<file path="src/rtl/mulwb.sv">
// Multiply writeback stage: picks the architectural word out of the M-stage product,
// registers it into W under stall/flush, and counts retired multiplies.
`timescale 1ns/1ps

module mulwb #(
    parameter int XLEN = 64
) (
    input  logic              clk,
    input  logic              reset,
    input  logic              StallW,
    input  logic              FlushW,
    input  logic [2*XLEN-1:0] ProdM,
    input  logic [2:0]        Funct3M,
    input  logic              W64M,
    input  logic              MulValidM,
    output logic [XLEN-1:0]   MulResultW,
    output logic              MulValidW,
    output logic              MulEventW,
    output logic [31:0]       MulCountW
);

    logic [XLEN-1:0] result_d, result_q;
    logic            valid_d, valid_q;
    logic [31:0]     count_d, count_q;
    logic [XLEN-1:0] lowSel;

    // MULW only exists on RV64; a 32-bit datapath always takes the plain low word.
    generate
        if (XLEN == 64) begin : g_rv64
            assign lowSel = W64M ? {{(XLEN-32){ProdM[31]}}, ProdM[31:0]} : ProdM[XLEN-1:0];
        end else begin : g_rv32
            assign lowSel = ProdM[XLEN-1:0];
        end
    endgenerate

    always_comb begin
        result_d = '0;
        valid_d  = MulValidM & ~Funct3M[2];
        if (!Funct3M[2]) begin
            if (Funct3M[1:0] == 2'b00) begin
                result_d = lowSel;
            end else begin
                result_d = ProdM[2*XLEN-1:XLEN];
            end
        end
    end

    always_ff @(posedge clk or posedge reset) begin
        if (reset) begin
            result_q <= '0;
            valid_q  <= 1'b0;
        end else if (FlushW) begin
            result_q <= '0;
            valid_q  <= 1'b0;
        end else if (!StallW) begin
            result_q <= result_d;
            valid_q  <= valid_d;
        end
    end

    // A stalled multiply only retires in the cycle its stall drops, so it pulses once.
    assign MulEventW = valid_q & ~StallW & ~FlushW;
    assign count_d   = count_q + 32'd1;

    always_ff @(posedge clk or posedge reset) begin
        if (reset) begin
            count_q <= '0;
        end else if (MulEventW) begin
            count_q <= count_d;
        end
    end

    assign MulResultW = result_q;
    assign MulValidW  = valid_q;
    assign MulCountW  = count_q;

endmodule

</file>
<file path="config.mk">
export PLATFORM = sky130hd
export DESIGN_NAME = mulwb
export DESIGN_NICKNAME = d
export VERILOG_FILES = /design/src/rtl/mulwb.sv
export SDC_FILE = /design/constraint.sdc
export NUM_CORES = 1
export LEC_CHECK = 0
export ABC_CLOCK_PERIOD_IN_PS = 4400
export BUFFER_PORTS_ARGS = -buffer_cell sky130_fd_sc_hd__buf_2
export CAP_MARGIN = 20
export CORE_MARGIN = 3
export CORE_UTILIZATION = 46
export CTS_BUF_LIST = sky130_fd_sc_hd__clkbuf_16
export DETAILED_ROUTE_END_ITERATION = 7
export PLACE_DENSITY_LB_ADDON = 0.2
export SYNTH_ARGS = -nofsm -noshare
export SYNTH_HDL_FRONTEND = slang
export SYNTH_SLANG_ARGS = --single-unit
</file>
<file path="constraint.sdc">
create_clock -name clk -period 4.4 [get_ports clk]
set_input_delay 0.88 -clock clk [delete_from_list [all_inputs] [get_ports clk]]
set_output_delay 0.88 -clock clk [all_outputs]
set_load 0.02 [all_outputs]
</file>
=== Yosys cells after proc, flatten, opt, wreduce, memory -nomap -nowiden ===
Index checks and enable logic that the tools add are counted.

* Memories: 0
* Input bits: 137
* Register bits: 97
* Memory bits (writable): 0
* Memory bits (read-only): 0
* Word-level logic and storage cells: 19
* Output and inout bits: 98
* Latch bits: 0

* Multiplexer cells: 7
* Multipliers: 0
* Order comparisons: 0
* Div/mod/pow operators: 0
* Reduce and logical (&&, ||, !) cells: 1
* Bitwise logic cells: 6
* Shift operators: 0
* Equality and inequality tests: 1
* Add/subtract/negate cells: 1

{| class="wikitable"
|+ Operators with widths
! operator !! number
|-
| $mux 64 || 5
|-
| $add 32x1->32 const B || 1
|-
| $and 1x1->1 || 3
|-
| $not 1->1 || 3
|-
| $logic_not 2->1 || 1
|-
| $mux 1 || 2
|-
| $ne 2x1->1 const B || 1
|}

=== Longest topological paths before layout ===
Gate-level depths: netlist (run 1).

* Depth in word-level cells: 5
* Mapped depth: 6
* Mapped depth without buffers: 6

=== Worst setup path before layout (run 1) ===
No wires, ideal clock.

* Path type: input -> output
* Start point: input FlushW
* End point: output MulEventW
* Cell stages on the path: 2
* Buffers on the path: 0
* Slack: 2.113 ns
* Arrival: 1.407 ns
* Cell sequence: or3b_4 -> clkinv_2

* Longest elaborated chain between the ends: 2

{| class="wikitable"
|+ RTL lines
! what !! line !! RTL
|-
| from (decl) || 11 || <nowiki>input logic FlushW,</nowiki>
|-
| $not 1->1 || 62 || <nowiki>assign MulEventW = valid_q & ~StallW & ~FlushW;</nowiki>
|-
| $and 1x1->1 || 62 ||
|-
| to (decl) || 18 || <nowiki>output logic MulEventW,</nowiki>
|}

Every way passes these cells.

=== Worst setup path after layout (run 1) ===
Same ends and word-level chain as after synthesis.

==> results of run 1 <==
==> flip-flops by register name, summed over array words and instances, names as in the netlist <==
register	flops
MulResultW	64
MulCountW	32
MulValidW	1
==> cell usage in the layout (no fill, tap or decap), types with 2 or more instances in the layout <==
cell	n
mux2i_1	33
nand4_1	6
o21ai_0	128
nand2_1	79
buf_4	5
xor2_1	11
nor3_1	2
and3_1	5
clkinv_4	3
xnor2_1	20
clkbuf_16	9
nand3_1	10
buf_2	234
inv_1	36
and4_1	3
dfrtp_1	97
nor2_1	8
==> cell type report <==
class                      count  area (µm²)
fill                         833        3287
sequential                    97        2427
multi-input combinational    320        1894
timing repair buffer         239        1209
clock buffer                   9       225.2
tap                          129       161.4
inverter                      36       138.9
clock inverter                 7       72.57
==> cells in the mapped netlist (2+ instances only) <==
master | instances | area share [%]
and4_1 | 3 | 0.58
nand3_1 | 10 | 1.1
buf_2 | 4 | 0.44
and3_1 | 5 | 0.69
nand2_1 | 79 | 6.5
nor3_1 | 2 | 0.22
o21ai_0 | 128 | 14
dfrtp_1 | 97 | 53
xor2_1 | 11 | 2.1
mux2i_1 | 33 | 7.3
inv_1 | 35 | 2.9
xnor2_1 | 20 | 3.9
clkbuf_1 | 23 | 1.9
nand4_1 | 6 | 0.83
nor2_1 | 9 | 0.74
==> layer usage <==
metal,vias to the layer above,wire [µm],GRT usage [%]
met2,161,6282,37.70
met1,1961,5005,27.70
met3,22,937,5.021
li1,2053,-,-
met5,-,0,0
met4,0,252,7.310
==> power by group <==
group | internal, µW | switching (µW)
clock | 442 | 332
combinational | 110 | 161
sequential | 926 | 26.6
total | 1480 | 519
==> cells by family after synthesis <==
| logic type | Yosys count |
|---|---|
| adder cells (fa/ha/maj) | 1 |
| buffers and inverters | 63 |
| multiplexers | 34 |
| AO/OA/AOI/OAI | 129 |
| AND/OR/NAND/NOR | 125 |
| flip-flops | 97 |
| XOR/XNOR | 31 |
==> per-stage QoR <==
step / utilization, % / setup WS (ns)
finish: 65.09 / 1.844
global route: 65.09 / 1.812
CTS: 65.09 / 1.841
detailed placement: 61.93 / 1.844
global placement: 61.93 / 1.853
floorplan: - / 0.9863
==> worst reg2reg max path, cell delays in order (launching register included) <==
cell,delay [ns]
dfrtp_1,0.37
or3b_4,0.42
nor4_1,0.41
and2_1,0.24
nand4_1,0.13
xnor2_1,0.14
==> worst paths after layout <==
| path | from | end | slack, ns | cells past startpoint |
|---|---|---|---|---|
| setup / recovery | FlushW | MulEventW | 1.84 | 4 |
| hold / removal | MulCountW[31] | MulCountW[31] | 0.46 | 1 |
| min in group asynchronous | reset | MulCountW[26] | 0.72 | 2 |
| hold reg to reg | MulCountW[31] | MulCountW[31] | 0.46 | 1 |
| max in group asynchronous | reset | MulResultW[59] | 2.78 | 3 |
| setup reg to reg | MulValidW | MulCountW[22] | 2.57 | 5 |
==> run metrics, run 1 <==
CTS Buf Count 9; Final Max Slew Viols 0; post_cts resized 0; Syn-to-layout area delta 34.71%; status finished clean; post-DR wirelength/cell 14.91 µm; Synth Area in Adders 0.2750%; max incr delay on CP around 0.42 ns; crit path cell chain buf_2 -> or3b_4 -> clkinv_2 -> buf_2; startpoint class of the critical path input pin; vias in the first global route 4,076; Final TNS setup 0 ns; Max VDD drop 239.4 µV; overall power 1997 µW; Clk pin slew, worst setup/hold paths 0.07 ns; largest net degree at the start of global routing 70; CP top delay family simple AND/OR/NAND/NOR gates; XOR/XNOR share of the synthesized area 5.968%; buffer levels on the longest clock path 2; post-route ant nets 0; Worst-Skew Late Latency 0.33 ns; min Tclk post-route 2.556 ns; gr ovfl total 0; fraction of synthesized area in multiplexers approximately 7.5%; critical path type in -> out; Pre-Repair DR Iteration Count 4; mean post-synth cell area around 9.5 µm²; final worst-path cycle share between 50 and 60%; Post-synth EDFFs 0; Worst-Margin Slew 1.010 ns; number of synthesized register bits 97; syn nets 618; share of cells above drive strength 1 37.71%; Post-synth top flop dfrtp_1; Post-synth ARST share 100.0%; crit path DAT 1.68 ns; row count 35; Req. time, crit path 3.52 ns; sequential share of the synthesized area 53.36%; Worst Path Max Fanout 6; Total Routing Usage GR 22.09%; compound-cell area share of the yosys netlist between 10% and 20%; ant diodes 0; max_cap viols 0; Crit. End Element output port; DP Wirelength approximately 9500 µm; Final setup viols 0; DRC violations left 0; Die ar. approximately 11,000 µm²; Synth Area in Simple Gates between 10% and 20%; Fin. Hold Viols 0; Crit-path slowest cell or3b_4; Die H 105.5 µm; # port buffers 234; Root Buffer clkbuf_16; post-route cell area 6128 µm²; Synth Instances 480; Worst slew margin between 30% and 40%; IO Pins 235; first-pass GRT wire length 19,780 µm; fin nets 841; Synth warnings 0; fin cells 837; f_max 391.2 MHz; Buf/Inv on CP 3; placed cells 821; cell area power density around 330 nW/µm²; CTS tree yes; Die X 105.5 µm; Worst Skew 0.005993 ns; Mapped Area 4549 µm²; post-synth cell types 30; Hold Crit Class reg -> reg; clk sinks 97; Core Area roughly 9400 µm²; hold buffers post-CTS 0; largest family of logic cells by synthesized area compound AO/OA/AOI/OAI gates; DP Area 5831 µm²; unrepaired setup endpoints after global routing no; gpl congestion ~0.85; DRT Wirelength approximately 12,000 µm; Hold WS approximately 0.46 ns; antenna violations before repair 0; number of H-tree levels 3; detailed-route via count 4,197; iteration-0 DRC count of the detailed router roughly 120; P_leak 0.003345 µW; Initial Utilization 48.32%; via/cell ratio 5.014; post-CTS setup buffer count 0; Most common cell on crit path buf_2
(Power assumes the default switching activity.)
==> run 2: changes to the inputs <==
- ABC_CLOCK_PERIOD_IN_PS: 4400 -> 2200
- CORE_UTILIZATION: 46 -> 41
- clock period: 4.4 -> 2.2 ns (I/O delays scaled with it)
==> run metrics, run 2 (synthesized netlist as in run 1, its figures left out) <==
Req. time, crit path 1.76 ns (-1.76 ns); multi-input logic area 1894 µm² (unchanged); Clk pin slew, worst setup/hold paths 0.06 ns (about the same); hold buffers post-CTS 0 (unchanged); r2r startpoint MulValidW; fillers 963 (+16%); first-pass GRT wire length 20,930 µm (+5.8%); Worst-Skew Late Latency 0.34 ns (about the same); Worst-Margin Slew 0.6046 ns (-0.4053 ns); post-route ant nets 0 (unchanged); Final setup viols 0 (unchanged); post-CTS setup buffer count 0 (unchanged); antenna violations before repair 0 (unchanged); launch point of the worst path MulValidW; Die ar. 12,400 µm² (+11%); f_max roughly 550 MHz; Die X 111.3 µm (+5.6%); detailed-route via count 4,220 (+0.55%); buffer levels on the longest clock path 2 (unchanged); post-DR wirelength/cell 14.93 µm (+0.17%); largest net degree at the start of global routing 98 (+40%); max FFs per register 64 (unchanged); DRC violations left 0 (unchanged); # port buffers 234 (unchanged); FF-to-FF path depth 5 (unchanged); gr ovfl total 0 (unchanged); gpl congestion 0.8300 (-2.1%); Hold Crit Class in -> async; status finished clean; placed cells 831 (+1.2%); fin cells 847 (+1.2%); iteration-0 DRC count of the detailed router 149 (+22%); number of H-tree levels 3 (unchanged); Worst Skew 0.006102 ns (+0.0001086 ns); vias in the first global route 4,258 (+4.5%); crit path cell chain or3b_4 -> clkinv_2 -> buf_2; Syn-to-layout area delta 35.86%; Worst slew margin 59.70% (+27 points); Pre-Repair DR Iteration Count 4 (unchanged); Root Buffer clkbuf_16; Total Routing Usage GR 20.78% (-1.3 points); via/cell ratio 4.982 (-0.64%); Initial Utilization 43.10% (-5.2 points); max_cap viols 0 (unchanged); unrepaired setup endpoints after global routing no; min Tclk post-route 1.822 ns; CTS Buf Count 9 (unchanged); leading cell type in the layout, fill and taps excluded buf_2; startpoint class of the critical path register; Final TNS setup 0 ns (unchanged); share of cells above drive strength 1 37.69% (about the same); final worst-path cycle share 82.80%; commonest non-fill, non-tap cells in the layout buf_2, o21ai_0, dfrtp_1; clk sinks 97 (unchanged); fin nets 844 (+0.36%); Core Area 10,560 µm² (+12%); P_leak 0.003365 µW (+0.59%); crit path DAT 1.38 ns (-0.30 ns); cell area power density 640.1 nW/µm² (+96%); IO Pins 235 (unchanged); Max VDD drop 423.1 µV (+77%); Crit. End Element output port; critical path type reg -> out; Final Max Slew Viols 0 (unchanged); row count 37 (+5.7%); DRT Wirelength 12,650 µm (+1.4%); Crit-path slowest cell or3b_4; DP Wirelength 9436 µm (-0.96%); Die H 111.3 µm (+5.6%); CTS tree yes; Fin. Hold Viols 0 (unchanged); ant diodes 0 (unchanged); post_cts resized 0 (unchanged); Worst Path Max Fanout 6 (unchanged); max incr delay on CP 0.42 ns (about the same); Register Area 2427 µm² (unchanged)
==> run 2: cell count changes in the layout (fill, tap and decap cells not counted), sizes merged <==
cell,change
buf,+3
clkinvlp,+1
inv,-1
==> run 2: critical path, delay by kind of cell (launching register included) <==
family	cells	cell delay [ns]
AND/OR/NAND/NOR	1	0.42
buffers and inverters	2	0.28
flip-flops	1	0.35
==> run 2: power by group <==
group	total, µW	switching [µW]	internal [µW]
clock network	1490	632	861
registers	1910	53.4	1850
logic	557	327	230
==> run 2: final timing paths <==
path | slack, ns | endpoint
worst max-delay path | 0.38 | MulEventW
worst min-delay path | 0.21 | MulResultW[4]
worst max register to register | 0.41 | MulCountW[22]
worst min register to register | 0.47 | MulResultW[21]
max in group asynchronous | 1.56 | MulResultW[10]
min in group clk | 0.37 | MulValidW
==> run 2: metal layers <==
| layer | share of wire, % | global-route usage [%] | vias to the layer above |
|---|---|---|---|
| li1 | - | - | 2061 |
| met1 | 40 | 24.87 | 1987 |
| met2 | 50 | 35.67 | 151 |
| met3 | 7.5 | 5.435 | 21 |
| met4 | 2.1 | 8.516 | 0 |
| met5 | 0 | 0 | - |
==> run 2: layout make-up <==
cell class	count	area share, %
Sequential cell	97	39.27
Multi-Input combinational cell	320	30.65
Timing Repair Buffer	242	20.53
Clock buffer	9	3.644
Tap cell	136	2.753
Inverter	36	2.267
Clock inverter	7	0.8907
==> run 2: through the flow <==
| stage | area [µm²] | util, % | setup WS, ns | hold WS (ns) | total power [µW] |
|---|---|---|---|---|---|
| floorplan | 4553 | - | 0.3893 | 0.5777 | 2224 |
| global placement | 5901 | 55.90 | 0.1994 | 0.4586 | 2491 |
| detailed placement | 5901 | 55.90 | 0.1666 | 0.4648 | 2505 |
| CTS | 6181 | 58.56 | 0.3618 | 0.2530 | 4013 |
| global route | 6181 | 58.56 | 0.2607 | 0.2749 | 4153 |
| finish | 6181 | 58.56 | 0.3785 | 0.2068 | 3956 |
==> run 3: changes to the inputs <==
- ABC_CLOCK_PERIOD_IN_PS: 2200 -> 1600
- clock period: 2.2 -> 1.6 ns (I/O delays scaled with it)
==> run metrics, run 3 (synthesized netlist as in run 1, its figures left out) <==
commonest non-fill, non-tap cells in the layout buf_2, o21ai_0, dfrtp_1; reg2reg end MulCountW[12]; Fin. Hold Viols 0 (unchanged); number of H-tree levels 3 (unchanged); antenna violations before repair 0 (unchanged); r2r startpoint MulValidW; largest net degree at the start of global routing 98 (unchanged); Worst-Skew Late Latency 0.34 ns (about the same); Reg2Reg Setup Slack -0.20 ns (-0.61 ns); Crit. End Element register; gr ovfl total 0 (unchanged); max incr delay on CP 0.42 ns (about the same); Worst Path Max Fanout 4 (-2); buffer levels on the longest clock path 2 (unchanged); gpl congestion 0.8560 (+3.1%); Worst-Margin Slew 0.5126 ns (-0.09192 ns); Final setup viols 19 (+19); ant diodes 0 (unchanged); Clk pwr share 36.2% (-1.5 points); share of cells above drive strength 1 44.44% (+6.8 points); iteration-0 DRC count of the detailed router 154 (+3.4%); failing checks negative setup slack; max_cap viols 0 (unchanged); Hold Crit Class in -> async; CTS Buf Count 9 (unchanged); Pre-Repair DR Iteration Count 4 (unchanged); crit path cell chain or3b_4 -> or2_4 -> nor3_4 -> nand4_1 -> xnor2_1; Worst Skew 0.005608 ns (-0.0004932 ns); cell area power density 817.2 nW/µm² (+28%); status complete, but fails checks; startpoint class of the critical path register; leading cell type in the layout, fill and taps excluded buf_2; multi-input logic area 2064 µm² (+9.0%); Comb power frac 15.8% (+1.7 points); Total Routing Usage GR 21.44% (+0.66 points); post-route ant nets 0 (unchanged); f_max 556.8 MHz; Req. time, crit path 1.83 ns (+0.07 ns); final worst slack -0.1960 ns (-0.5745 ns); fillers 908 (-5.7%); Syn-to-layout area delta 46.53%; IO Pins 235 (unchanged); crit path DAT 2.03 ns (+0.65 ns); P_leak 0.003633 µW (+8.0%); min Tclk post-route 1.796 ns; vias in the first global route 4,417 (+3.7%); Die H 111.3 µm (unchanged); Hold WS 0.1154 ns (-0.09141 ns); Final Max Slew Viols 0 (unchanged); Core Area 10,560 µm² (unchanged); Register Area 2431 µm² (+0.15%); via/cell ratio 4.972 (-0.21%); Crit-path slowest cell or3b_4; CTS tree yes; max FFs per register 64 (unchanged); Clk pin slew, worst setup/hold paths 0.07 ns (about the same); final worst-path cycle share 112.3%; Root Buffer clkbuf_16; sequential share of power 48.0% (-0.2 points); hold buffers post-CTS 0 (unchanged); detailed-route via count 4,390 (+4.0%); Sw Share 27.19% (+1.6 points); DRC violations left 0 (unchanged); internal power 3966 µW (+35%); fin nets 880 (+4.3%); unrepaired setup endpoints after global routing yes; Die X 111.3 µm (unchanged); Worst slew margin 65.82% (+6.1 points); clk sinks 97 (unchanged); row count 37 (unchanged); post-DR wirelength/cell 15.24 µm (+2.0%); DP Wirelength 9669 µm (+2.5%); Initial Utilization 43.10% (unchanged); Util after Layout 63.16% (+4.6 points); Max VDD drop 500.6 µV (+18%); # port buffers 234 (unchanged); Switch Pwr 1481 µW (+46%); Die ar. 12,400 µm² (unchanged); FF-to-FF path depth 5 (unchanged); DRT Wirelength 13,460 µm (+6.4%); critical path type reg -> reg; first-pass GRT wire length 21,810 µm (+4.2%)
-- run 3: area by class of cell --
| cell class | instances | area share, % |
|---|---|---|
| flip-flops and latches | 97 | 36.47 |
| multi-input cells | 320 | 30.97 |
| repair buffers | 278 | 23.76 |
| clock buffers | 9 | 3.378 |
| well taps | 136 | 2.553 |
| inverters | 36 | 2.158 |
| clock inverters | 7 | 0.7132 |
-- run 3: worst max path at each step --
stage | startpoint | endpoint | slack [ns] | depth (start not counted)
finish | MulValidW | MulCountW[12] | -0.20 | 5
floorplan | MulValidW | MulCountW[12] | -0.12 | 5
global placement | FlushW | MulCountW[12] | -0.19 | 6
global route | MulValidW | MulCountW[12] | -0.24 | 5
CTS | MulValidW | MulCountW[16] | -0.12 | 6
detailed placement | FlushW | MulCountW[12] | -0.28 | 6
-- run 3: critical path, delay by kind of cell, from the launching register on --
| family | cells | cell delay [ns] |
|---|---|---|
| XOR/XNOR | 1 | 0.24 |
| flip-flops | 1 | 0.35 |
| AND/OR/NAND/NOR | 4 | 1.09 |
-- run 3: per-layer routing --
metal / GRT usage [%] / wire (µm) / share of wire (%) / vias to the layer above
met4: 7.056 / 229 / 1.7 / 0
li1: - / - / - / 2138
met3: 4.457 / 910 / 6.8 / 18
met5: 0 / 0 / 0 / -
met1: 27.06 / 5397 / 40 / 2074
met2: 36.91 / 6919 / 51 / 160
-- run 3: power by group through the flow --
stage | sequential, µW | clock [µW] | combinational (µW)
6_report | 2610 | 1970 | 863
5_1_grt | 2620 | 2140 | 953
4_1_cts | 2600 | 2020 | 858
3_5_place_dp | 2650 | 0 | 851
3_3_place_gp | 2640 | 0 | 832
2_1_floorplan | 2780 | 0 | 281
-- run 3: stage by stage --
stage	instance area, µm²	setup TNS [ns]	instances	setup slack [ns]	power [µW]
final	6666	-1.790	883	-0.1960	5448
after global routing	6666	-3.287	883	-0.2353	5713
after CTS	6467	-0.9625	876	-0.1202	5483
after detailed placement	6132	-2.204	855	-0.2754	3499
after global placement	6132	-1.321	855	-0.1854	3472
after floorplan	4592	-0.8075	480	-0.1152	3064
-- run 3: timing repair --
| action | CTS | global route |
|---|---|---|
| pin swaps | 4 | 18 |
| endpoints found under the setup margin | 14 | 24 |
| buffers inserted | 5 | 7 |
| gates resized for setup | 7 | 29 |
